### src/rtl/pulse_stretcher_pkg.sv
// Shared types and helpers for the pulse stretcher.
// Contents:
//   ps_state_e  - FSM state encoding (IDLE, HIGH, GAP)
//   max_u       - maximum of two unsigned ints, usable in constant expressions
//   cnt_width   - width of the shared HIGH/GAP down-counter
package pulse_stretcher_pkg;

  typedef enum logic [1:0] {
    IDLE = 2'd0,
    HIGH = 2'd1,
    GAP  = 2'd2
  } ps_state_e;

  function automatic int unsigned max_u(input int unsigned a, input int unsigned b);
    return (a > b) ? a : b;
  endfunction

  // Wide enough to hold the larger of the two reload values; never less than 1 bit.
  function automatic int unsigned cnt_width(input int unsigned high_c, input int unsigned gap_c);
    int unsigned w;
    w = $clog2(max_u(high_c, gap_c) + 1);
    return (w < 1) ? 1 : w;
  endfunction

endpackage

### src/rtl/cycle_down_counter.sv
// Loadable down-counter used to time the HIGH and GAP phases.
// Ports:
//   clk_i       - clock, rising edge
//   reset_n_i   - asynchronous active-low reset (counter clears to 0)
//   load_i      - load load_val_i (has priority over en_i)
//   load_val_i  - value to load
//   en_i        - decrement by one when nonzero
//   zero_o      - count is zero
module cycle_down_counter #(
  parameter int unsigned width_p = 3
) (
  input  logic               clk_i,
  input  logic               reset_n_i,
  input  logic               load_i,
  input  logic [width_p-1:0] load_val_i,
  input  logic               en_i,
  output logic               zero_o
);

  logic [width_p-1:0] count_q, count_d;

  always_comb begin
    count_d = count_q;
    if (load_i) begin
      count_d = load_val_i;
    end else if (en_i && (count_q != '0)) begin
      count_d = count_q - 1'b1;
    end
  end

  always_ff @(posedge clk_i or negedge reset_n_i) begin
    if (!reset_n_i) begin
      count_q <= '0;
    end else begin
      count_q <= count_d;
    end
  end

  assign zero_o = (count_q == '0);

endmodule

### src/rtl/pulse_stretcher.sv
// Stretches single-cycle event strobes into level windows of high_cycles_p cycles, each
// followed by at least gap_cycles_p low cycles.
// Optional feature macro: PULSE_STRETCHER_PENDING_EN
//   defined   - events arriving while busy are queued in a saturating pending counter
//   undefined - events arriving while busy are discarded; pending_o is tied to 0
// Ports:
//   clk_i      - clock, rising edge
//   reset_n_i  - asynchronous active-low reset
//   pulse_i    - event strobe; each high cycle is one event
//   level_o    - stretched level (registered)
//   busy_o     - high in HIGH or GAP (registered)
//   pending_o  - queued events not yet output (registered)
//   dropped_o  - one-cycle strobe, an event was discarded (registered)
module pulse_stretcher
  import pulse_stretcher_pkg::*;
#(
  parameter int unsigned high_cycles_p = 4,
  parameter int unsigned gap_cycles_p  = 2,
  parameter int unsigned pending_max_p = 7,
  localparam int unsigned PendW = (pending_max_p > 0) ? $clog2(pending_max_p + 1) : 1
) (
  input  logic             clk_i,
  input  logic             reset_n_i,
  input  logic             pulse_i,
  output logic             level_o,
  output logic             busy_o,
  output logic [PendW-1:0] pending_o,
  output logic             dropped_o
);

  localparam int unsigned CntW = cnt_width(high_cycles_p, gap_cycles_p);
  // Counter runs reload..0, so reload is one less than the phase length.
  localparam logic [CntW-1:0] HighLoad = CntW'(high_cycles_p - 1);
  localparam logic [CntW-1:0] GapLoad  = (gap_cycles_p > 0) ? CntW'(gap_cycles_p - 1) : '0;

  ps_state_e       state_q, state_d;
  logic            cnt_load;
  logic [CntW-1:0] cnt_load_val;
  logic            cnt_en;
  logic            cnt_zero;
  logic            end_gap;
  logic            busy;
  logic            pending_nz;
  logic            drop_d;
  logic            level_q, busy_q, drop_q;

  assign busy = (state_q != IDLE);

  cycle_down_counter #(
    .width_p (CntW)
  ) u_cnt (
    .clk_i      (clk_i),
    .reset_n_i  (reset_n_i),
    .load_i     (cnt_load),
    .load_val_i (cnt_load_val),
    .en_i       (cnt_en),
    .zero_o     (cnt_zero)
  );

  always_comb begin
    state_d      = state_q;
    cnt_load     = 1'b0;
    cnt_load_val = HighLoad;
    cnt_en       = 1'b0;
    end_gap      = 1'b0;
    unique case (state_q)
      IDLE: begin
        if (pulse_i) begin
          state_d  = HIGH;
          cnt_load = 1'b1;
        end
      end
      HIGH: begin
        cnt_en = 1'b1;
        if (cnt_zero) begin
          if (gap_cycles_p > 0) begin
            state_d      = GAP;
            cnt_load     = 1'b1;
            cnt_load_val = GapLoad;
          end else begin
            end_gap = 1'b1;
          end
        end
      end
      GAP: begin
        cnt_en = 1'b1;
        if (cnt_zero) begin
          end_gap = 1'b1;
        end
      end
      default: state_d = IDLE;
    endcase
    // Restart straight into HIGH so queued or coincident events lose no cycle in IDLE.
    if (end_gap) begin
      if (pending_nz || pulse_i) begin
        state_d      = HIGH;
        cnt_load     = 1'b1;
        cnt_load_val = HighLoad;
      end else begin
        state_d = IDLE;
      end
    end
  end

`ifdef PULSE_STRETCHER_PENDING_EN
  localparam logic [PendW-1:0] PendMax = PendW'(pending_max_p);

  logic [PendW-1:0] pending_q, pending_d;
  logic             pend_inc, pend_dec;

  always_comb begin
    // A pulse at end-of-GAP with nothing queued starts the window itself.
    pend_inc  = busy && pulse_i && !(end_gap && (pending_q == '0));
    pend_dec  = end_gap && (pending_q != '0);
    pending_d = pending_q;
    drop_d    = 1'b0;
    if (pend_inc && !pend_dec) begin
      if (pending_q == PendMax) begin
        drop_d = 1'b1;
      end else begin
        pending_d = pending_q + 1'b1;
      end
    end else if (pend_dec && !pend_inc) begin
      pending_d = pending_q - 1'b1;
    end
  end

  always_ff @(posedge clk_i or negedge reset_n_i) begin
    if (!reset_n_i) begin
      pending_q <= '0;
    end else begin
      pending_q <= pending_d;
    end
  end

  assign pending_nz = (pending_q != '0);
  assign pending_o  = pending_q;
`else
  always_comb begin
    drop_d = busy && pulse_i && !end_gap;
  end

  assign pending_nz = 1'b0;
  assign pending_o  = '0;
`endif

  always_ff @(posedge clk_i or negedge reset_n_i) begin
    if (!reset_n_i) begin
      state_q <= IDLE;
      level_q <= 1'b0;
      busy_q  <= 1'b0;
      drop_q  <= 1'b0;
    end else begin
      state_q <= state_d;
      level_q <= (state_d == HIGH);
      busy_q  <= (state_d != IDLE);
      drop_q  <= drop_d;
    end
  end

  assign level_o   = level_q;
  assign busy_o    = busy_q;
  assign dropped_o = drop_q;

endmodule

### config.mk
export PLATFORM = sky130hd
export DESIGN_NAME = pulse_stretcher
export DESIGN_NICKNAME = d
export VERILOG_FILES = /design/src/rtl/pulse_stretcher_pkg.sv /design/src/rtl/cycle_down_counter.sv /design/src/rtl/pulse_stretcher.sv
export SDC_FILE = /design/constraint.sdc
export NUM_CORES = 1
export LEC_CHECK = 0
export ABC_AREA = 1
export ABC_CLOCK_PERIOD_IN_PS = 2300
export CAP_MARGIN = 20
export CELL_PAD_IN_SITES_DETAIL_PLACEMENT = 0
export CELL_PAD_IN_SITES_GLOBAL_PLACEMENT = 1
export CORE_UTILIZATION = 38
export DETAILED_ROUTE_END_ITERATION = 10
export PLACE_DENSITY_LB_ADDON = 0.1
export SLEW_MARGIN = 20
export SYNTH_ARGS = -nofsm -noshare
export SYNTH_HDL_FRONTEND = slang
export SYNTH_SLANG_ARGS = --single-unit
### constraint.sdc
create_clock -name clk_i -period 2.3 [get_ports clk_i]
set_input_delay 0.46 -clock clk_i [delete_from_list [all_inputs] [get_ports clk_i]]
set_output_delay 0.46 -clock clk_i [all_outputs]
set_load 0.01 [all_outputs]
* Yosys cells after proc, flatten, opt, wreduce, memory -nomap -nowiden
Index checks and enable logic that the tools add are counted.
** Word-level totals
- Bits in registers :: 8
- Bits of input ports :: 3
** Operators by class
- Add/sub/neg operators :: 1
- Equality and inequality tests :: 3
- Multiplexer cells :: 18
- Reduce and logical (&&, ||, !) cells :: 11
** Operators by type and width (count)
- 3-bit 2-to-1 mux :: 4
- 2-bit 2-to-1 mux :: 5
- 1-bit 2-to-1 mux :: 7
- 2-bit case mux with 3 select lines :: 1
- 2-bit nonzero test :: 3
- 2-bit by 1-bit equality test with 1-bit output (second input constant) :: 2
- 1-bit logical AND :: 3
- 3-bit logical NOT :: 1
- 3-bit nonzero test :: 1
- 3-bit by 1-bit subtractor with 3-bit output (second input constant) :: 1
- 2-bit equality test (second input constant) :: 1
- 2-bit logical NOT :: 1
- 1-bit case mux with 2 select lines :: 1
- 2-bit OR reduction :: 1
- 1-bit logical NOT :: 1

* Longest topological paths before layout
Gate-level depths: netlist (run 1).
- Word-level depth :: 6
- Mapped depth :: 10

* By module
Synthesis (run 1) repeated with hierarchy kept, for this count alone.
** Unflattened totals
- Cells, all modules :: 73
- Area total of the unflattened synthesis :: 549.3 sq um
** By module, submodules not included
- pulse_stretcher :: instances 1, cells an instance 46, area an instance 356.6 sq um, sequential area each 125.1 sq um
- cycle_down_counter :: instances 1, cells an instance 27, area an instance 192.7 sq um, sequential area each 75.1 sq um

* Worst setup path after synthesis (run 1)
OpenSTA, ideal clock, no wires.
- Path type :: reg2reg
- From :: register u_cnt.count_q[0]
- To :: register u_cnt.count_q[1]
- Setup time :: 0.117 ns
- Arrival :: 1.225 ns
- Setup slack :: 0.958 ns
- Stages on the path, launching flop included :: 10
- Buffers on the path :: 0
- Period minus slack after synthesis :: 1.342 ns
- Cells stage by stage :: dfrtp_1 -> inv_1 -> ha_1 -> ha_1 -> nand2_1 -> nand2_1 -> nor2_2 -> nand2_1 -> nand2_1 -> nand2_1
** On the way
- Cells in the longest elaborated chain, start to end :: 6
- Elaborated cells on any way between the ends :: 16
- Those cells by class :: add/sub: 1; mux: 11; reduce/logical: 4
** RTL lines
- from (decl) :: RTL line cycle_down_counter.sv:20 : logic [width_p-1:0] count_q, count_d;
- from (signal assigned) :: RTL line cycle_down_counter.sv:35 : count_q <= count_d;
- 3-bit logical NOT :: RTL line cycle_down_counter.sv:39 : assign zero_o = (count_q == '0);
- 1-bit 2-to-1 mux / 2-bit 2-to-1 mux (equally long branches) :: RTL line pulse_stretcher.sv:75 : if (cnt_zero) begin
- 1-bit case mux with 2 select lines / 2-bit 2-to-1 mux (equally long branches) :: RTL line pulse_stretcher.sv:66 : unique case (state_q)
- 1-bit 2-to-1 mux / 3-bit 2-to-1 mux (equally long branches) :: RTL line pulse_stretcher.sv:95 : if (pending_nz || pulse_i) begin
- 1-bit 2-to-1 mux / 3-bit 2-to-1 mux (equally long branches) :: RTL line pulse_stretcher.sv:94 : if (end_gap) begin
- 3-bit 2-to-1 mux / 2-bit nonzero test (equally long branches)
Several ways; a longest one is shown, not always the timed one. The select of a mux whose other input is x is not followed.
A chain may end at the register's enable or synchronous reset.

* Worst setup path in the final report (run 1)
- From :: register drop_q (netlist: dropped_o)
- To :: output dropped_o
** RTL lines
- from (decl) :: RTL line pulse_stretcher.sv:45 : logic level_q, busy_q, drop_q;
- from (signal assigned) :: RTL line pulse_stretcher.sv:157 : drop_q <= drop_d;
- to (decl) :: RTL line pulse_stretcher.sv:28 : output logic dropped_o
No word-level cell between the ends.

==> results of run 1 <==
[final timing paths]
path | from | slack, ps | endpoint | cells past startpoint
min reg2reg | u_cnt.count_q[1] | 510 | u_cnt.count_q[1] | 2
max reg2reg | u_cnt.count_q[0] | 830 | u_cnt.count_q[1] | 9
max | dropped_o | 740 | dropped_o | 1
max in group asynchronous | reset_n_i | 1560 | state_q[1] | 1
min | reset_n_i | 490 | u_cnt.count_q[1] | 1
min in group clk_i | u_cnt.count_q[1] | 510 | u_cnt.count_q[1] | 2
[cells by family after synthesis]
logic type,after synthesis,synth area share
adder cells (fa/ha/maj),6,0.1485
other,1,0.007419
buffers and inverters,15,0.1337
AO/OA/AOI/OAI,3,0.02969
AND/OR/NAND/NOR,32,0.2847
flip-flops,8,0.3960
[synthesized netlist by cell type (2+ instances only)]
| master | instances | area share |
|---|---|---|
| inv_1 | 10 | 0.074 |
| nand2_1 | 19 | 0.14 |
| ha_1 | 6 | 0.15 |
| nand2_2 | 2 | 0.025 |
| inv_2 | 2 | 0.015 |
| o21ai_0 | 2 | 0.020 |
| nor2_1 | 2 | 0.015 |
| nand3_1 | 7 | 0.069 |
| dfrtp_1 | 8 | 0.40 |
| buf_4 | 3 | 0.045 |
[layout by cell type, fill, tap and decap left out]
cell	synthesis	layout
inv_1	10	10
nand2_2	2	2
nand3_1	7	7
nor2_4	1	1
o21ai_0	2	2
dfrtp_1	8	8
conb_1	1	3
nand2_1	19	19
nor2_1	2	2
nor2_2	1	1
a21oi_1	1	1
ha_1	6	6
clkdlybuf4s50_1	0	5
clkbuf_4	0	3
inv_2	2	2
[per-stage QoR]
stage,hold slack (ps),cell area [µm²],setup slack [ps]
2_1_floorplan,164.4,513.0,958.0
3_3_place_gp,484.2,558.0,752.9
3_5_place_dp,498.4,558.0,760.1
4_1_cts,483.2,580.6,724.0
5_1_grt,505.3,580.6,697.0
6_report,488.3,580.6,737.6
[report_power, final]
part | total (mW) | switching (mW) | leakage, nW | internal, mW
Combinational | 0.452 | 0.270 | 0.219 | 0.182
Sequential | 0.244 | 0.0344 | 0.0992 | 0.210
Clock | 0.0991 | 0.0399 | 0.0138 | 0.0592
[metal layers]
metal,track usage,vias up,share of wire
li1,-,209,-
met4,0.1034,0,0
met2,0.2119,8,0.43
met1,0.1815,164,0.53
met3,0.04651,0,0.043
met5,0,-,0
[registers in the layout, indices dropped and copies added, names as in the netlist]
name	cells
busy_o	1
dropped_o	1
level_o	1
state_q	2
u_cnt.count_q	3
[area by class of cell]
type                            instances  area, µm²
Fill cell                             120      590.6
Multi-Input combinational cell         44      245.2
Sequential cell                         8      200.2
Timing Repair Buffer                    5      50.05
Inverter                               12      45.04
Clock buffer                            3      22.52
Tap cell                               14      17.52
==> metrics.yaml, run 1 <==
grt_start_max_net_pins: 9
critPathSlowestCell: "clkdlybuf4s50_1"
fin_skew_ps: 0.4521
ioPinCount: 9
cts.repair.resized: 0
dieArea_mm2: 0.001480
synth_area_per_cell_um2: 7.777
cts_buffers: 3
die_h_um: 38.47
drive_above_1_share: 0.1250
clk_pin_slew_ps: 50
critPathArrivalTime_ps: 1100
netlist_area_um2: 505.5
crit_type: "register to output pin"
critPathLaunchType: "register"
setup_violations: 0
vias_per_cell: 4.430
peakVddDrop_mv: 0.5410
area_delta_synth_final_pct: 14.85
fmax_mhz: 640.0
final_util: 0.4957
synthFlopType: "dfrtp_1"
drt_iter0_drc: 1
post_synth_inst_count: 65
cp_num_buf_inv: 1
layout.cells.non_filler: 86
rsz0062_at_grt: "false"
synth_edf_count: 0
hpwl_um: 674
worstPathCellList: "clkdlybuf4s50_1"
clock_latency_ps: 240
hold_viol_final: 0
antenna_found_initial: 0
cp.required_ps: 1840
root_buffer: "clkbuf_4"
outcome: "finished clean"
grt_pass1_wl_um: 1386
post_cts_buffers: 0
routed_wl_um: 816
drv_slew: 0
cts_buffer_depth: 2
portBuffers: 5
crit_path_end_kind: "output pin"
antenna_left: 0
dr.pass1.iters: 2
coreArea_mm2: 0.001171
yosysSeqAreaShare: 0.3960
hold_path_class: "input pin to asynchronous set/reset pin"
crit_family: "buffers and inverters"
async_flop_share: 1.000
rows: 12
ctsHtreeMaxLevel: 1
max_stage_delay_ps: 530
clkSinkCount: 8
fin_setup_tns_ps: 0
initial_core_util: 0.4316
netlist-cell-type-count: 14
design_power_total_mw: 0.7960
wl_per_cell_um: 9.488
fin_nets: 83
power_per_cell_area_mw_per_mm2: 1371
drc: 0
leakage_nw: 0.3321
num_vias: 381
ys_ff_latch: 8
min_period_ps: 1562
crit_fanout: 1
gp_congestion: 0.6822
diodes: 0
cts_tree: "built"
fin_crit_sh: 0.6793
cts_hold_buf: 0
globalRouteOverflowTotal: 0
grt_usage: 0.1462
grt_pass1_vias: 366
dpl.cell_count: 83
cap_violations: 0
die_w_um: 38.47
ys_warn_count: 0
No activity file was read; power rests on OpenSTA's default activity.
==> inputs of run 2 (changes only) <==
Settings changed: ABC_CLOCK_PERIOD_IN_PS 2300 to 1580, CORE_UTILIZATION 38 to 35.
Clock period 2.3 ns to 1.58 ns, I/O delays scaled along.
==> metrics.yaml, run 2 (same netlist as run 1, synthesis figures left out) <==
min_period_ps: 1414
root_buffer: "clkbuf_4"
crit_family: "buffers and inverters"
critPathArrivalTime_ps: 1100  # about the same
r2r_cells: 9  # unchanged
fin_crit_sh: 0.8949
setup_violations: 0  # unchanged
drv_slew: 0  # unchanged
crit_type: "register to output pin"
hold_viol_final: 0  # unchanged
coreArea_mm2: 0.001318  # +13%
critPathSlowestCell: "clkdlybuf4s50_1"
outcome: "finished clean"
placed_area_um2: 559.3  # +0.22%
critPathLaunchType: "register"
gp_congestion: 0.6552  # -4.0%
use_met2: 0.1774  # -0.03445
fmax_mhz: 707.3
clock_latency_ps: 240  # about the same
grt_pass1_wl_um: 1366  # -1.4%
top_regs: "u_cnt.count_q (3), state_q (2)"
crit_fanout: 1  # unchanged
fin_nets: 83  # unchanged
area_delta_synth_final_pct: 15.59
whs_ps: 347.9  # -140.4 ps
fin_setup_tns_ps: 0  # unchanged
largest_reg_flops: 3  # unchanged
regArea_um2: 200.2  # unchanged
worstPathCellList: "clkdlybuf4s50_1"
diodes: 0  # unchanged
max_flop_register: "u_cnt.count_q"
cts_buffer_depth: 2  # unchanged
grt_start_max_net_pins: 9  # unchanged
ioPinCount: 9  # unchanged
rsz0062_at_grt: "false"
globalRouteMet3Util: 0.03333  # -0.01318
wl_per_cell_um: 9.322  # -1.8%
antenna_left: 0  # unchanged
met1_usage: 0.1888  # +0.007330
hold_path_class: "input pin to asynchronous set/reset pin"
layout_common_cells: "nand2_1, inv_1, dfrtp_1"
fin_area_um2: 584.3  # +0.65%
clkSinkCount: 8  # unchanged
fin_skew_ps: 3.064  # +2.612 ps
dr.pass1.iters: 2  # unchanged
drive_above_1_share: 0.1389  # +0.01389
drt_iter0_drc: 1  # unchanged
rrSetupSlack_ps: 200  # -630 ps
cts_tree: "built"
cp.required_ps: 1260  # -580 ps
grt_pass1_vias: 340  # -7.1%
die_w_um: 40.01  # +4.0%
dieArea_mm2: 0.001600  # +8.1%
drc: 0  # unchanged
grt_usage: 0.1393  # -0.006847
busiest_layer: "met1"
final_util: 0.4435  # -0.05223
post_cts_buffers: 0  # unchanged
multi_input_comb_area_um2: 247.7  # +1.0%
rows: 13  # +1
crit_path_end_kind: "output pin"
max_stage_delay_ps: 530  # about the same
power_per_cell_area_mw_per_mm2: 1977  # +44%
portBuffers: 5  # unchanged
clk_pin_slew_ps: 50  # about the same
antenna_found_initial: 0  # unchanged
routed_wl_um: 811  # -0.61%
cts_buffers: 3  # unchanged
globalRouteOverflowTotal: 0  # unchanged
vias_per_cell: 4.264  # -3.7%
peakVddDrop_mv: 0.6487  # +20%
ctsHtreeMaxLevel: 1  # unchanged
final_common_cell: "nand2_1"
cap_violations: 0  # unchanged
initial_core_util: 0.3837  # -0.04796
r2r_start: "u_cnt.count_q[0]"
cp_num_buf_inv: 1  # unchanged
leakage_nw: 0.3308  # -0.39%
num_vias: 371  # -2.6%
die_h_um: 40.01  # +4.0%
hpwl_um: 671.9  # -0.31%
n_fill_cell: 135  # +13%
r2r_end: "u_cnt.count_q[1]"
## run 2: cell counts in the layout (fill, tap and decap cells not counted)
No cell type changed its count.
## run 2: metal layers
metal | wire, µm | share of wire | up-vias
li1 | - | - | 207
met1 | 433 | 0.53 | 156
met2 | 340 | 0.42 | 6
met3 | 23 | 0.028 | 2
met4 | 12 | 0.015 | 0
met5 | 0 | 0 | -
## run 2: final cells by class
cell class,instances,share of cell area
repair buffers,5,0.08565
flip-flops and latches,8,0.3426
multi-input cells,44,0.4240
clock buffers,3,0.03854
inverters,12,0.07709
well taps,15,0.03212
## run 2: through the flow
step	total power, mW	cells	setup slack (ps)
after floorplan	0.8396	67	238.0
after global routing	1.311	87	38.80
final	1.155	87	166.1
after detailed placement	1.022	84	117.5
after CTS	1.181	87	104.4
after global placement	1.039	84	124.1
## run 2: repair_timing
action | CTS | global route
endpoints found under the setup margin | 0 | 1
hold buffers | 0 | 0
gates resized for setup | 0 | 1
## run 2: worst max-delay path by stage
stage | end | from | depth (start not counted)
final | busy_o | busy_o | 1
after global routing | u_cnt.count_q[1] | u_cnt.count_q[0] | 9
after CTS | u_cnt.count_q[1] | u_cnt.count_q[0] | 9
after detailed placement | u_cnt.count_q[1] | u_cnt.count_q[0] | 9
after global placement | u_cnt.count_q[1] | u_cnt.count_q[0] | 9
after floorplan | u_cnt.count_q[1] | u_cnt.count_q[0] | 9
## run 2: report_power, final
part           switching, mW  leakage, nW  internal, mW
sequential            0.0488       0.0992         0.306
combinational          0.385        0.218         0.271
clock                 0.0588       0.0138        0.0862
total                  0.493        0.331         0.663
